===== src/rtl/alu_exec_pkg.sv =====
// Shared opcodes, FSM state type and iteration count for the alu_exec stage.
// Opcode OP_DIV is only legal when the build defines ALU_EXEC_DIV_EN.
package alu_exec_pkg;

  localparam logic [3:0] OP_ADD = 4'd0;
  localparam logic [3:0] OP_SUB = 4'd1;
  localparam logic [3:0] OP_AND = 4'd2;
  localparam logic [3:0] OP_OR  = 4'd3;
  localparam logic [3:0] OP_XOR = 4'd4;
  localparam logic [3:0] OP_SHL = 4'd5;
  localparam logic [3:0] OP_SHR = 4'd6;
  localparam logic [3:0] OP_MOV = 4'd7;
  localparam logic [3:0] OP_MUL = 4'd8;
  localparam logic [3:0] OP_DIV = 4'd9;

  localparam int unsigned ITER_CYCLES = 32;
  localparam int unsigned CNT_W       = $clog2(ITER_CYCLES);

  typedef enum logic {
    IDLE = 1'b0,
    ITER = 1'b1
  } state_t;

endpackage


===== src/rtl/seq_muldiv.sv =====
// Iterative unsigned shift-add multiplier; with ALU_EXEC_DIV_EN also a restoring
// divider sharing the same registers and counter. o_done/o_result are combinational.
module seq_muldiv
  import alu_exec_pkg::*;
#(
  parameter int unsigned W = 32
) (
  input  logic         clk,
  input  logic         reset,
  input  logic         i_start,
`ifdef ALU_EXEC_DIV_EN
  input  logic         i_div,
`endif
  input  logic [W-1:0] i_a,
  input  logic [W-1:0] i_b,
  output logic         o_done,
  output logic [W-1:0] o_result
);

  logic             r_busy;
  logic [CNT_W-1:0] r_cnt;
  logic [W-1:0]     r_acc;   // product accumulator / partial remainder
  logic [W-1:0]     r_x;     // multiplicand / divisor
  logic [W-1:0]     r_y;     // multiplier / dividend-then-quotient
  logic [W-1:0]     w_mul_acc;

  assign w_mul_acc = r_acc + (r_y[0] ? r_x : '0);
  assign o_done    = r_busy && (r_cnt == CNT_W'(ITER_CYCLES - 1));

`ifdef ALU_EXEC_DIV_EN
  logic         r_div;
  logic [W:0]   w_rem_sh;
  logic [W:0]   w_trial;
  logic         w_q_bit;
  logic [W-1:0] w_rem_nxt;
  logic [W-1:0] w_quo_nxt;

  // Divide by zero needs no special case: every trial succeeds, quotient is all ones.
  assign w_rem_sh  = {r_acc, r_y[W-1]};
  assign w_trial   = w_rem_sh - {1'b0, r_x};
  assign w_q_bit   = ~w_trial[W];
  assign w_rem_nxt = w_q_bit ? w_trial[W-1:0] : w_rem_sh[W-1:0];
  assign w_quo_nxt = {r_y[W-2:0], w_q_bit};
  assign o_result  = r_div ? w_quo_nxt : w_mul_acc;
`else
  assign o_result  = w_mul_acc;
`endif

  always_ff @(posedge clk) begin
    if (reset) begin
      r_busy <= 1'b0;
      r_cnt  <= '0;
      r_acc  <= '0;
      r_x    <= '0;
      r_y    <= '0;
`ifdef ALU_EXEC_DIV_EN
      r_div  <= 1'b0;
`endif
    end else if (i_start) begin
      r_busy <= 1'b1;
      r_cnt  <= '0;
      r_acc  <= '0;
`ifdef ALU_EXEC_DIV_EN
      r_div  <= i_div;
      r_x    <= i_div ? i_b : i_a;
      r_y    <= i_div ? i_a : i_b;
`else
      r_x    <= i_a;
      r_y    <= i_b;
`endif
    end else if (r_busy) begin
      r_cnt <= r_cnt + 1'b1;
      if (o_done) r_busy <= 1'b0;
`ifdef ALU_EXEC_DIV_EN
      if (r_div) begin
        r_acc <= w_rem_nxt;
        r_y   <= w_quo_nxt;
      end else begin
        r_acc <= w_mul_acc;
        r_x   <= r_x << 1;
        r_y   <= r_y >> 1;
      end
`else
      r_acc <= w_mul_acc;
      r_x   <= r_x << 1;
      r_y   <= r_y >> 1;
`endif
    end
  end

endmodule


===== src/rtl/alu_exec.sv =====
// Execute/writeback stage: valid/ready issue, single-cycle ALU, iterative MUL
// (and DIV when ALU_EXEC_DIV_EN is defined), registered regfile write triple.
module alu_exec
  import alu_exec_pkg::*;
#(
  parameter int DATA_W   = 32,
  parameter int ADDR_W   = 6,
  parameter int NUM_REGS = 8
) (
  input  logic              clk,
  input  logic              reset,
  input  logic              issue_valid,
  output logic              issue_ready,
  input  logic [3:0]        opcode,
  input  logic [ADDR_W-1:0] dest_addr,
  input  logic [DATA_W-1:0] operand_a,
  input  logic [DATA_W-1:0] operand_b,
  output logic              write_enabled,
  output logic [ADDR_W-1:0] write_addr,
  output logic [DATA_W-1:0] write_data,
  output logic              pending_valid,
  output logic [ADDR_W-1:0] pending_addr,
  output logic              illegal_op
);

  state_t            r_state;
  state_t            w_state_nxt;
  logic              r_we;
  logic [ADDR_W-1:0] r_waddr;
  logic [DATA_W-1:0] r_wdata;
  logic              r_pend;
  logic [ADDR_W-1:0] r_paddr;
  logic              r_illegal;

  logic              w_accept;
  logic              w_op_legal;
  logic              w_dest_ok;
  logic              w_is_iter;
  logic              w_start;
  logic [DATA_W-1:0] w_alu;
  logic              w_md_done;
  logic [DATA_W-1:0] w_md_result;

  assign issue_ready   = (r_state == IDLE);
  assign w_accept      = issue_valid & issue_ready;
  assign w_dest_ok     = (32'(dest_addr) < 32'(NUM_REGS));
`ifdef ALU_EXEC_DIV_EN
  assign w_op_legal    = (opcode <= OP_DIV);
  assign w_is_iter     = (opcode == OP_MUL) || (opcode == OP_DIV);
`else
  assign w_op_legal    = (opcode <= OP_MUL);
  assign w_is_iter     = (opcode == OP_MUL);
`endif
  assign w_start       = w_accept & w_op_legal & w_dest_ok & w_is_iter;

  assign write_enabled = r_we;
  assign write_addr    = r_waddr;
  assign write_data    = r_wdata;
  assign pending_valid = r_pend;
  assign pending_addr  = r_paddr;
  assign illegal_op    = r_illegal;

  always_comb begin
    w_alu = '0;
    case (opcode)
      OP_ADD:  w_alu = operand_a + operand_b;
      OP_SUB:  w_alu = operand_a - operand_b;
      OP_AND:  w_alu = operand_a & operand_b;
      OP_OR:   w_alu = operand_a | operand_b;
      OP_XOR:  w_alu = operand_a ^ operand_b;
      OP_SHL:  w_alu = operand_a << operand_b[4:0];
      OP_SHR:  w_alu = operand_a >> operand_b[4:0];
      OP_MOV:  w_alu = operand_a;
      default: w_alu = '0;
    endcase
  end

  always_comb begin
    w_state_nxt = r_state;
    case (r_state)
      IDLE:    if (w_start)   w_state_nxt = ITER;
      ITER:    if (w_md_done) w_state_nxt = IDLE;
      default: w_state_nxt = IDLE;
    endcase
  end

  seq_muldiv #(
    .W (DATA_W)
  ) u_muldiv (
    .clk      (clk),
    .reset    (reset),
    .i_start  (w_start),
`ifdef ALU_EXEC_DIV_EN
    .i_div    (opcode == OP_DIV),
`endif
    .i_a      (operand_a),
    .i_b      (operand_b),
    .o_done   (w_md_done),
    .o_result (w_md_result)
  );

  // The last iteration and the writeback share one edge, so the write pulse
  // lands exactly 32 cycles after the start of ITER.
  always_ff @(posedge clk) begin
    if (reset) begin
      r_state   <= IDLE;
      r_we      <= 1'b0;
      r_waddr   <= '0;
      r_wdata   <= '0;
      r_pend    <= 1'b0;
      r_paddr   <= '0;
      r_illegal <= 1'b0;
    end else begin
      r_state   <= w_state_nxt;
      r_we      <= 1'b0;
      r_illegal <= 1'b0;
      if (w_accept) begin
        if (!(w_op_legal && w_dest_ok)) begin
          r_illegal <= 1'b1;
        end else if (w_is_iter) begin
          r_pend  <= 1'b1;
          r_paddr <= dest_addr;
        end else begin
          r_we    <= 1'b1;
          r_waddr <= dest_addr;
          r_wdata <= w_alu;
        end
      end
      if ((r_state == ITER) && w_md_done) begin
        r_we    <= 1'b1;
        r_waddr <= r_paddr;
        r_wdata <= w_md_result;
        r_pend  <= 1'b0;
      end
    end
  end

endmodule


===== config.mk =====
export PLATFORM = sky130hd
export DESIGN_NAME = alu_exec
export DESIGN_NICKNAME = d
export VERILOG_FILES = /design/src/rtl/alu_exec_pkg.sv /design/src/rtl/seq_muldiv.sv /design/src/rtl/alu_exec.sv
export SDC_FILE = /design/constraint.sdc
export NUM_CORES = 1
export LEC_CHECK = 0
export CORE_MARGIN = 2
export CORE_UTILIZATION = 38
export CTS_CLUSTER_SIZE = 28
export DETAILED_ROUTE_END_ITERATION = 6
export SLEW_MARGIN = 10
export SYNTH_ARGS = -nofsm -noshare
export SYNTH_HDL_FRONTEND = slang
export SYNTH_SLANG_ARGS = --single-unit

===== constraint.sdc =====
create_clock -name clk -period 4.65 [get_ports clk]
set_input_delay 0.465 -clock clk [delete_from_list [all_inputs] [get_ports clk]]
set_output_delay 0.465 -clock clk [all_outputs]
set_load 0.05 [all_outputs]

==> results of run 1 <==
==> power by group <==
group	total, mW	internal (mW)	switching, mW
Clock	1.39	0.734	0.652
Sequential	1.30	1.29	0.00607
Combinational	1.19	0.462	0.728
Total	3.87	2.49	1.39
==> layout by cell type, fill, tap and decap left out, drive strengths merged, types with 15 or more instances in the layout <==
| master | netlist | final |
|---|---|---|
| nor2 | 250 | 250 |
| dfxtp | 150 | 150 |
| nand2 | 137 | 137 |
| ha | 130 | 130 |
| clkdlybuf4s50 | 0 | 120 |
| mux2i | 119 | 119 |
| a21oi | 117 | 117 |
| buf | 47 | 100 |
| inv | 85 | 89 |
| o21ai | 89 | 89 |
| a211oi | 84 | 84 |
| xnor2 | 60 | 60 |
| mux4 | 60 | 60 |
| nand3 | 41 | 41 |
| and2 | 37 | 37 |
| a22oi | 28 | 28 |
| nor3 | 26 | 26 |
| and3 | 25 | 25 |
| a21o | 23 | 23 |
| xor2 | 23 | 23 |
| o211ai | 23 | 23 |
| a221oi | 21 | 21 |
| clkbuf | 110 | 20 |
| or3 | 19 | 19 |
| a31oi | 18 | 18 |
| o22ai | 17 | 17 |
| nand2b | 15 | 15 |
==> cell families after synthesis <==
kind of cell | after synthesis | synth area share
and+or+nand+nor | 602 | 0.1835
AOI/OAI and AO/OA | 524 | 0.2319
buffers and inverters | 243 | 0.06777
muxes | 184 | 0.1689
DFF | 150 | 0.1936
adders and majority gates | 132 | 0.1075
xor gates and xnor gates | 83 | 0.04688
==> final timing paths <==
check	slack, ns	endpoint	start	cells past startpoint
worst min-delay path	0.47	write_addr[5]	write_addr[5]	2
worst max register to register	1.14	u_muldiv.r_acc[31]	u_muldiv.r_y[0]	13
worst max-delay path	0.40	write_data[20]	operand_b[2]	15
worst min register to register	0.47	write_addr[5]	write_addr[5]	2
==> per-layer routing <==
metal	up-vias	global-route usage	part of all wire
met1	7581	0.4085	0.45
met5	-	0	0
met2	689	0.4600	0.45
met3	92	0.04983	0.076
li1	7216	-	-
met4	0	0.08265	0.024
==> layout make-up <==
type	instances	area (um2)
Fill cell	4101	22530
Clock inverter	12	90.09
Tap cell	532	665.6
Multi-Input combinational cell	1525	11500
Inverter	86	322.8
Sequential cell	150	3007
Clock buffer	20	467.9
Timing Repair Buffer	220	1972
Antenna cell	2	5.005
==> state kept, by name, summed over array words and instances, names as in the netlist, 5 cells and up <==
signal	flops
write_data	32
u_muldiv.r_y	32
pending_addr	6
u_muldiv.r_cnt	5
u_muldiv.r_x	32
write_addr	6
u_muldiv.r_acc	32
==> stage by stage <==
step	setup slack, ns	hold slack (ns)	instance area (um2)
3_3_place_gp	0.1175	0.4530	17460
5_1_grt	0.04641	0.4940	18030
3_5_place_dp	0.02676	0.4582	17460
4_1_cts	0.5153	0.4675	18020
6_report	0.3991	0.4653	18030
2_1_floorplan	0.3220	0.4454	15510
==> tightest hold or removal path, delay by kind of cell, from the launching register on <==
family,cells,cell delay [ns]
simple gates,1,0.06
flops,1,0.31
compound gates,1,0.05
==> insert_results.sql, run 1 <==
INSERT INTO impl_metrics (metric_group, metric, value, unit) VALUES
('yosys', 'mappedNetlistArea', '15510', 'um2'),
('yosys', 'number_of_standard_cells_after_synthesis', '1918', ''),
('sta', 'setup-violations-final', '0', ''),
('yosys', 'postSynthAreaPerCell', '8.085', 'um2'),
('clock_network', 'cts_hold_buffers_added', '0', ''),
('yosys', 'yosysSeqAreaShare', '0.1936', ''),
('yosys', 'edff_count_synth', '0', ''),
('clock_network', 'tritoncts.num_buffers', '17', ''),
('yosys', 'post-synth-top-area-cell', 'sky130_fd_sc_hd__dfxtp_1', ''),
('clock_network', 'clock_transition_at_the_registers_of_the_reported_paths', '0.07', 'ns'),
('critical_path', 'slowest_cell_on_crit_path', 'sky130_fd_sc_hd__a221oi_1', ''),
('clock_network', 'post-cts-setup-buffers', '0', ''),
('finish', 'finish.utilization', '0.4445', ''),
('global_routing', 'antenna_found_initial', '3', ''),
('global_routing', 'grtUsageTotal', '0.2918', ''),
('sta', 'fin_tns_setup', '0', 'ns'),
('yosys', 'synth_most_common_cell', 'sky130_fd_sc_hd__nor2_1', ''),
('pwr', 'static-leakage-power', '7.027', 'nW'),
('sta', 'finalHoldViolCount', '0', ''),
('floorplan', 'die_width', '206.0', 'um'),
('clock_network', 'number_of_buffers_on_the_longest_clock_path', '2', ''),
('clock_network', 'cts-root-buf', 'sky130_fd_sc_hd__clkbuf_16', ''),
('critical_path', 'cp.arrival', '4.56', 'ns'),
('clock_network', 'cts.sink_count', '150', ''),
('pwr', 'total_power', '3.873', 'mW'),
('pwr', 'power_density', '214.8', 'nW/um2'),
('finish', 'number_of_nets_at_the_end_of_the_flow', '2209', ''),
('sta', 'worst_pin_slew', '0.8833', 'ns'),
('clock_network', 'clk_latency', '0.47', 'ns'),
('pwr', 'vdd_drop_max', '0.2573', 'mV'),
('routing', 'route.antenna.remaining_nets', '0', ''),
('critical_path', 'crit_path_end_kind', 'flip-flop', ''),
('floorplan', 'floorplan.die.height', '206.0', 'um'),
('sta', 'final.setup_skew', '0.01961', 'ns'),
('clock_network', 'tritoncts', 'done', ''),
('yosys', 'synthDistinctLibCells', '98', ''),
('routing', 'vias_per_cell', '6.116', ''),
('finish', 'drive_above_1_share', '0.1153', ''),
('global_routing', 'grt_overflow_total', '0', ''),
('worst_hold_path', 'worst_hold_path_type', 'flip-flop to flip-flop', ''),
('critical_path', 'path_cells', 'clkdlybuf4s50_1 > nor3_4 > and4_1 > and3_1 > a41oi_1 > xnor2_1 > ha_1 > a21o_1 > a21o_1 > a21oi_1 > o21ai_0 > a31oi_2 > xnor2_1 > a221oi_1 > o22ai_1', ''),
('placement', 'gp_congestion', '0.9679', ''),
('sta', 'fmaxAchievable', '0.2352', 'GHz'),
('clock_network', 'htree_levels', '4', ''),
('global_routing', 'first_global_vias', '14940', ''),
('routing', 'drt-pass1-iter-count', '5', ''),
('critical_path', 'biggest_fanout_along_the_worst_timing_path', '6', ''),
('placement', 'dp.cells', '2513', ''),
('floorplan', 'floorplan.initialDensity', '0.3824', ''),
('sta', 'slew_headroom', '0.4111', ''),
('sta', 'final.period_utilization', '0.9142', ''),
('finish', 'final_cell_count_no_fill', '2547', ''),
('clock_network', 'post_cts_resized', '0', ''),
('global_routing', 'grt_pass1_wl', '93160', 'um'),
('sta', 'grt_setup_unrepaired', 'false', ''),
('yosys', 'syn_nets', '2127', ''),
('critical_path', 'critical_setup_path_kind', 'input port to flip-flop', ''),
('flow_run', 'maxcap_violations', '0', ''),
('sta', 'maxSlewViolCount', '0', ''),
('yosys', 'synth.area.top_cells', 'sky130_fd_sc_hd__dfxtp_1, sky130_fd_sc_hd__ha_1, sky130_fd_sc_hd__mux4_2', ''),
('critical_path', 'worst_ep_required_time', '4.96', 'ns'),
('yosys', 'asyncSetResetFlopFracSynth', '0', ''),
('status', 'run_status', 'complete, no violations', ''),
('floorplan', 'rows', '74', ''),
('placement', 'io_buffers', '124', ''),
('sta', 'layout_min_cycle_time', '4.251', 'ns'),
('floorplan', 'num_io_pins', '125', ''),
('yosys', 'proportion_of_netlist_area_held_by_the_largest_area_contributor', '0.1936', ''),
('critical_path', 'timing.critical_path.buf_inv', '1', ''),
('routing', 'vias', '15580', ''),
('floorplan', 'fp.dieArea', '42440', 'um2');
(Power assumes the default switching activity.)
==> run 2, diff against run 1 <==
==> constraint.sdc (replaced) <==
create_clock -name clk -period 4.65 [get_ports clk]
set_input_delay 0.93 -clock clk [delete_from_list [all_inputs] [get_ports clk]]
set_output_delay 0.93 -clock clk [all_outputs]
set_load 0.05 [all_outputs]
==> run 2 against run 1 <==
Net effect: power is 4.0% higher; design area rose by 4.2%; critical path depth up 2; global-route usage rose by 0.53 points; sequential share of layout area decreased by 0.67 points; utilization grew 1.9 points; via count rose by 1.2%; hold slack barely moved; setup slack got worse by 0.17 ns; critical path type unchanged; critical endpoint unchanged.
==> insert_results.sql, run 2 (same netlist as run 1, synthesis figures left out) <==
INSERT INTO impl_metrics (metric_group, metric, value, unit) VALUES
('finish', 'number_of_nets_at_the_end_of_the_flow', '2304', ''),
('floorplan', 'die_width', '206.0', 'um'),
('finish', 'layout.cells.most_common', 'sky130_fd_sc_hd__nor2_1', ''),
('worst_hold_path', 'hold_start', 'pending_addr[3]', ''),
('placement', 'io_buffers', '124', ''),
('sta', 'final.setup_skew', '0.009767', 'ns'),
('critical_path', 'path_cells', 'clkdlybuf4s50_1 > buf_4 > nor3_4 > and4_1 > nand2_1 > o41ai_1 > xnor2_1 > ha_1 > a21o_1 > a21o_1 > a21oi_1 > o21ai_0 > a31oi_2 > buf_4 > xnor2_1 > a221oi_2 > o22ai_1', ''),
('flow_run', 'maxcap_violations', '0', ''),
('critical_path', 'path_delay_family', 'compound AO/OA/AOI/OAI gates', ''),
('floorplan', 'core_area', '40550', 'um2'),
('clock_network', 'tritoncts.num_buffers', '17', ''),
('clock_network', 'htree_levels', '4', ''),
('clock_network', 'cts-root-buf', 'sky130_fd_sc_hd__clkbuf_16', ''),
('routing', 'route.antenna.remaining_nets', '0', ''),
('sta', 'setup_ws', '0.2258', 'ns'),
('placement', 'place.detailed.hpwl', '48170', 'um'),
('finish', 'antenna_cells_inserted', '0', ''),
('critical_path', 'timing.critical_path.buf_inv', '3', ''),
('critical_path', 'slowest_cell_on_crit_path', 'sky130_fd_sc_hd__a221oi_2', ''),
('routing', 'vias', '15760', ''),
('sta', 'setup-violations-final', '0', ''),
('finish', 'final_area', '18790', 'um2'),
('critical_path', 'biggest_fanout_along_the_worst_timing_path', '4', ''),
('critical_path', 'r2r_end', 'u_muldiv.r_acc[31]', ''),
('finish', 'area_growth_syn_to_layout', '21.14', '%'),
('critical_path', 'r2r_setup_slack', '1.09', 'ns'),
('placement', 'dp.cells', '2608', ''),
('sta', 'slew_headroom', '0.3281', ''),
('clock_network', 'cts.sink_count', '150', ''),
('global_routing', 'grt_overflow_total', '0', ''),
('global_routing', 'grt_pass1_wl', '94520', 'um'),
('critical_path', 'r2r.worst_path.cells', '12', ''),
('global_routing', 'grtUsageTotal', '0.2972', ''),
('sta', 'final.period_utilization', '0.9514', ''),
('worst_hold_path', 'worstHoldPathCells', '2', ''),
('critical_path', 'crit_path_start_kind', 'input port', ''),
('clock_network', 'clk_latency', '0.47', 'ns'),
('critical_path', 'worst_ep_required_time', '4.97', 'ns'),
('sta', 'layout_min_cycle_time', '4.424', 'ns'),
('critical_path', 'cp.arrival', '4.75', 'ns'),
('floorplan', 'fp.dieArea', '42440', 'um2'),
('floorplan', 'floorplan.initialDensity', '0.3824', ''),
('global_routing', 'antenna_found_initial', '0', ''),
('routing', 'avgRoutedWirePerCell', '23.76', 'um'),
('critical_path', 'r2r-start', 'u_muldiv.r_y[0]', ''),
('sta', 'grt_setup_unrepaired', 'false', ''),
('critical_path', 'crit_path_end_kind', 'flip-flop', ''),
('global_routing', 'first_global_vias', '15090', ''),
('status', 'run_status', 'complete, no violations', ''),
('worst_hold_path', 'hold_path_sink', 'write_addr[3]', ''),
('floorplan', 'num_io_pins', '125', ''),
('pwr', 'power_density', '214.4', 'nW/um2'),
('routing', 'detail_route.iter0.violations', '1479', ''),
('clock_network', 'number_of_buffers_on_the_longest_clock_path', '2', ''),
('critical_path', 'worstSetupPathDepth', '17', ''),
('critical_path', 'critical_setup_path_kind', 'input port to flip-flop', ''),
('sta', 'worst_pin_slew', '1.004', 'ns'),
('routing', 'detailed_route_drc_error_count', '0', ''),
('placement', 'placedInstanceArea', '18190', 'um2'),
('clock_network', 'tritoncts', 'done', ''),
('floorplan', 'rows', '74', ''),
('sta', 'fin_tns_setup', '0', 'ns'),
('finish', 'final_cell_count_no_fill', '2640', ''),
('global_routing', 'grt_start_max_net_pins', '135', ''),
('pwr', 'vdd_drop_max', '0.2559', 'mV'),
('placement', 'place_worst_setup_slack', '-0.4065', 'ns'),
('placement', 'gp_congestion', '0.9823', ''),
('finish', 'drive_above_1_share', '0.1565', ''),
('sta', 'finalHoldViolCount', '0', ''),
('pwr', 'static-leakage-power', '7.508', 'nW'),
('routing', 'vias_per_cell', '5.969', ''),
('clock_network', 'clock_transition_at_the_registers_of_the_reported_paths', '0.07', 'ns'),
('floorplan', 'floorplan.die.height', '206.0', 'um'),
('routing', 'drt-pass1-iter-count', '6', ''),
('clock_network', 'cts_hold_buffers_added', '0', ''),
('finish', 'layout_common_cells', 'sky130_fd_sc_hd__nor2_1, sky130_fd_sc_hd__buf_4, sky130_fd_sc_hd__dfxtp_1', ''),
('sta', 'maxSlewViolCount', '0', ''),
('worst_hold_path', 'worst_hold_path_type', 'flip-flop to flip-flop', ''),
('sta', 'fmaxAchievable', '0.2260', 'GHz'),
('pwr', 'total_power', '4.027', 'mW'),
('critical_path', 'critical_path.max_stage_delay', '0.46', 'ns'),
('routing', 'route.final.wire_length', '62720', 'um');
-- run 2: changes by cell type in the layout (fill, tap and decap cells not counted), sizes merged --
cell,delta
buf,+95
clkinv,-4
inv,+4
clkbuf,-2
diode,-2
bufinv,+1
clkinvlp,+1
-- run 2: repair_timing --
item / 4_1_cts / 5_1_grt
buffers inserted: 0 / 0
resized for setup: 0 / 2
setup endpoints to repair: 0 / 2
-- run 2: through the flow --
| step | hold slack, ns | util |
|---|---|---|
| floorplan | 0.4454 | - |
| global placement | 0.4520 | 0.4486 |
| detailed placement | 0.4597 | 0.4486 |
| CTS | 0.4695 | 0.4629 |
| global route | 0.4919 | 0.4632 |
| finish | 0.4656 | 0.4632 |
-- run 2: worst max-delay path by stage --
stage | from | endpoint | slack [ns]
floorplan | operand_b[0] | write_data[30] | 0.03
global placement | operand_b[2] | write_data[20] | -0.41
detailed placement | operand_b[2] | write_data[20] | -0.41
CTS | operand_b[2] | write_data[20] | 0.08
global route | operand_b[2] | write_data[20] | 0.03
finish | operand_b[2] | write_data[20] | 0.23
-- run 2: cell type report --
class | instances | area [um2]
fill | 3996 | 21770
multi-input combinational | 1525 | 11510
sequential | 150 | 3007
timing repair buffer | 315 | 2698
tap | 532 | 665.6
clock buffer | 18 | 439.2
inverter | 86 | 322.8
clock inverter | 14 | 140.1
-- run 2: worst min-delay path, stage by stage, from the launching register on --
cell and delay, ns:
sky130_fd_sc_hd__dfxtp_1 0.32, sky130_fd_sc_hd__nand2_1 0.05, sky130_fd_sc_hd__a21oi_1 0.05
-- run 2: report_power, final --
| group | leakage [nW] | internal, mW | switching [mW] | total [mW] |
|---|---|---|---|---|
| Clock | 0.276 | 0.766 | 0.666 | 1.43 |
| Sequential | 1.21 | 1.29 | 0.00720 | 1.30 |
| Combinational | 6.02 | 0.558 | 0.740 | 1.30 |
-- run 2: routing by layer --
layer | GRT usage | vias up | wire length (um)
met5 | 0 | - | 0
met4 | 0.08469 | 0 | 1379
met3 | 0.04715 | 73 | 4345
met2 | 0.4733 | 640 | 28350
met1 | 0.4139 | 7628 | 28650
li1 | - | 7417 | -
==> run 3, diff against run 2 <==
Settings changed: CORE_UTILIZATION 38 to 49, PLACE_DENSITY set to 0.69, SKIP_LAST_GASP set to 1.
Clock period 4.65 ns to 4.42 ns, I/O delays scaled along.
==> run 3 against run 2 <==
Net effect: critical path depth decreased by 3; combinational power grew 5%; cell count down 4.7%; die area is 22% lower.
==> insert_results.sql, run 3 (same netlist as run 1, synthesis figures left out) <==
INSERT INTO impl_metrics (metric_group, metric, value, unit) VALUES
('status', 'run_status', 'complete, no violations', ''),
('flow_run', 'maxcap_violations', '0', ''),
('clock_network', 'cts_hold_buffers_added', '0', ''),
('critical_path', 'crit_path_start_kind', 'input port', ''),
('floorplan', 'num_io_pins', '125', ''),
('pwr', 'p_seq_frac', '0.324', ''),
('critical_path', 'worst_ep_required_time', '4.75', 'ns'),
('finish', 'layout.cells.most_common', 'sky130_fd_sc_hd__nor2_1', ''),
('critical_path', 'crit_start', 'operand_b[16]', ''),
('pwr', 'share_clk_of_total_power', '0.351', ''),
('placement', 'dp.cells', '2482', ''),
('routing', 'detail_route.iter0.violations', '1667', ''),
('clock_network', 'htree_levels', '4', ''),
('pwr', 'static-leakage-power', '7.576', 'nW'),
('global_routing', 'first_global_vias', '15270', ''),
('routing', 'route.antenna.remaining_nets', '0', ''),
('clock_network', 'clock_transition_at_the_registers_of_the_reported_paths', '0.07', 'ns'),
('pwr', 'vdd_drop_max', '0.2816', 'mV'),
('floorplan', 'fp.dieArea', '33090', 'um2'),
('routing', 'vias_per_cell', '6.347', ''),
('critical_path', 'r2r.worst_path.cells', '12', ''),
('critical_path', 'r2r_end', 'write_data[18]', ''),
('floorplan', 'rows', '65', ''),
('sta', 'fin_tns_setup', '0', 'ns'),
('critical_path', 'crit_path_end_kind', 'flip-flop', ''),
('pwr', 'internal-power', '2.739', 'mW'),
('sta', 'slew_headroom', '0.3737', ''),
('global_routing', 'use_met3', '0.06478', ''),
('finish', 'layout_common_cells', 'sky130_fd_sc_hd__nor2_1, sky130_fd_sc_hd__buf_4, sky130_fd_sc_hd__dfxtp_1', ''),
('clock_network', 'number_of_buffers_on_the_longest_clock_path', '2', ''),
('clock_network', 'cts.sink_count', '150', ''),
('sta', 'worst_pin_slew', '0.9395', 'ns'),
('sta', 'fmaxAchievable', '0.2362', 'GHz'),
('finish', 'final_cell_count_no_fill', '2516', ''),
('sta', 'layout_min_cycle_time', '4.234', 'ns'),
('placement', 'gp_congestion', '1.015', ''),
('sta', 'setup-violations-final', '0', ''),
('routing', 'vias', '15970', ''),
('clock_network', 'tritoncts.num_buffers', '17', ''),
('clock_network', 'tritoncts', 'done', ''),
('global_routing', 'grtUsageTotal', '0.3631', ''),
('sta', 'maxSlewViolCount', '0', ''),
('global_routing', 'grt_pass1_wl', '92120', 'um'),
('finish', 'drive_above_1_share', '0.1634', ''),
('floorplan', 'core_area', '31390', 'um2'),
('global_routing', 'grt_overflow_total', '0', ''),
('floorplan', 'floorplan.initialDensity', '0.4940', ''),
('placement', 'io_buffers', '124', ''),
('pwr', 'p_comb_frac', '0.325', ''),
('pwr', 'power_density', '224.7', 'nW/um2'),
('global_routing', 'use_met2', '0.5715', ''),
('pwr', 'switching_share', '0.3489', ''),
('global_routing', 'grt_busiest_layer', 'met2', ''),
('finish', 'number_of_nets_at_the_end_of_the_flow', '2309', ''),
('floorplan', 'floorplan.die.height', '181.9', 'um'),
('sta', 'worst_hold_slack', '0.4615', 'ns'),
('placement', 'place.detailed.hpwl', '46100', 'um'),
('worst_hold_path', 'worst_hold_path_type', 'flip-flop to flip-flop', ''),
('global_routing', 'grt_start_max_net_pins', '76', ''),
('clock_network', 'cts-root-buf', 'sky130_fd_sc_hd__clkbuf_16', ''),
('pwr', 'sw_pwr', '1.468', 'mW'),
('floorplan', 'die_width', '181.9', 'um'),
('sta', 'finalHoldViolCount', '0', ''),
('finish', 'finish.utilization', '0.5963', ''),
('critical_path', 'cp-endpoint', 'write_data[30]', ''),
('sta', 'final.period_utilization', '0.9580', ''),
('critical_path', 'biggest_fanout_along_the_worst_timing_path', '3', ''),
('routing', 'route.final.wire_length', '60740', 'um'),
('critical_path', 'critical_setup_path_kind', 'input port to flip-flop', ''),
('global_routing', 'grt.met1_usage', '0.5016', ''),
('sta', 'final.setup_skew', '0.01931', 'ns'),
('critical_path', 'r2r_setup_slack', '0.90', 'ns'),
('routing', 'detailed_route_drc_error_count', '0', ''),
('critical_path', 'r2r-start', 'u_muldiv.r_y[0]', ''),
('routing', 'avgRoutedWirePerCell', '24.14', 'um'),
('routing', 'drt-pass1-iter-count', '5', ''),
('critical_path', 'cp.arrival', '4.57', 'ns'),
('finish', 'area_growth_syn_to_layout', '20.71', '%'),
('clock_network', 'clk_latency', '0.46', 'ns'),
('global_routing', 'antenna_found_initial', '2', '');
## run 3: cell count changes in the layout (fill, tap and decap cells not counted), sizes merged
cell           delta
dlymetal6s2s      +2
buf               +5
clkinv            +1
clkinvlp          -1
inv               -1
clkdlybuf4s50     -2
diode             +2
## run 3: critical path, stage by stage
cell	delay, ns
sky130_fd_sc_hd__clkdlybuf4s50_1	0.42
sky130_fd_sc_hd__or4_4	0.56
sky130_fd_sc_hd__nor4_4	0.27
sky130_fd_sc_hd__nand3_2	0.15
sky130_fd_sc_hd__nand2b_1	0.20
sky130_fd_sc_hd__o31ai_2	0.23
sky130_fd_sc_hd__xnor2_1	0.11
sky130_fd_sc_hd__ha_1	0.30
sky130_fd_sc_hd__nand3_1	0.08
sky130_fd_sc_hd__or4_1	0.51
sky130_fd_sc_hd__o211ai_1	0.25
sky130_fd_sc_hd__nand3_1	0.10
sky130_fd_sc_hd__nor3b_1	0.14
sky130_fd_sc_hd__or3_1	0.37
## run 3: worst min path at each step
| stage | endpoint | from | cells past startpoint | slack [ns] |
|---|---|---|---|---|
| 6_report | write_addr[5] | pending_addr[5] | 2 | 0.46 |
| 5_1_grt | write_addr[5] | pending_addr[5] | 2 | 0.48 |
| 4_1_cts | write_addr[5] | pending_addr[5] | 2 | 0.47 |
| 3_5_place_dp | write_addr[4] | write_addr[4] | 2 | 0.46 |
| 3_3_place_gp | write_addr[5] | pending_addr[5] | 2 | 0.45 |
| 2_1_floorplan | u_muldiv.r_acc[24] | u_muldiv.r_acc[24] | 2 | 0.45 |
## run 3: timing repair
item,4_1_cts,5_1_grt
setup buffers,0,1
endpoints found under the setup margin,0,10
endpoints found under the hold margin,0,0
resized for setup,0,19
## run 3: final cells by class
class / instances / area (um2)
antenna: 2 / 5.005
clock buffer: 18 / 429.2
clock inverter: 13 / 138.9
fill: 2867 / 12670
inverter: 86 / 322.8
multi-input combinational: 1525 / 11600
sequential: 150 / 3007
tap: 402 / 503.0
timing repair buffer: 320 / 2715
## run 3: through the flow
stage	area, um2	setup slack, ns	total power [mW]
after floorplan	15530	-0.06674	2.155
after global placement	18050	-0.1846	2.704
after detailed placement	18050	-0.2607	2.715
after CTS	18620	0.1435	4.191
after global routing	18720	-0.02914	4.357
final	18720	0.1856	4.207
## run 3: metal layers
| metal | part of all wire | up-vias |
|---|---|---|
| li1 | - | 7425 |
| met4 | 0.037 | 0 |
| met3 | 0.093 | 118 |
| met2 | 0.44 | 835 |
| met1 | 0.43 | 7590 |
| met5 | 0 | - |
## run 3: power by group through the flow
stage | Combinational (mW) | Clock (mW) | Sequential (mW)
2_1_floorplan | 0.745 | 0 | 1.41
3_3_place_gp | 1.31 | 0 | 1.40
3_5_place_dp | 1.32 | 0 | 1.40
4_1_cts | 1.32 | 1.50 | 1.36
5_1_grt | 1.45 | 1.54 | 1.36
6_report | 1.37 | 1.48 | 1.36
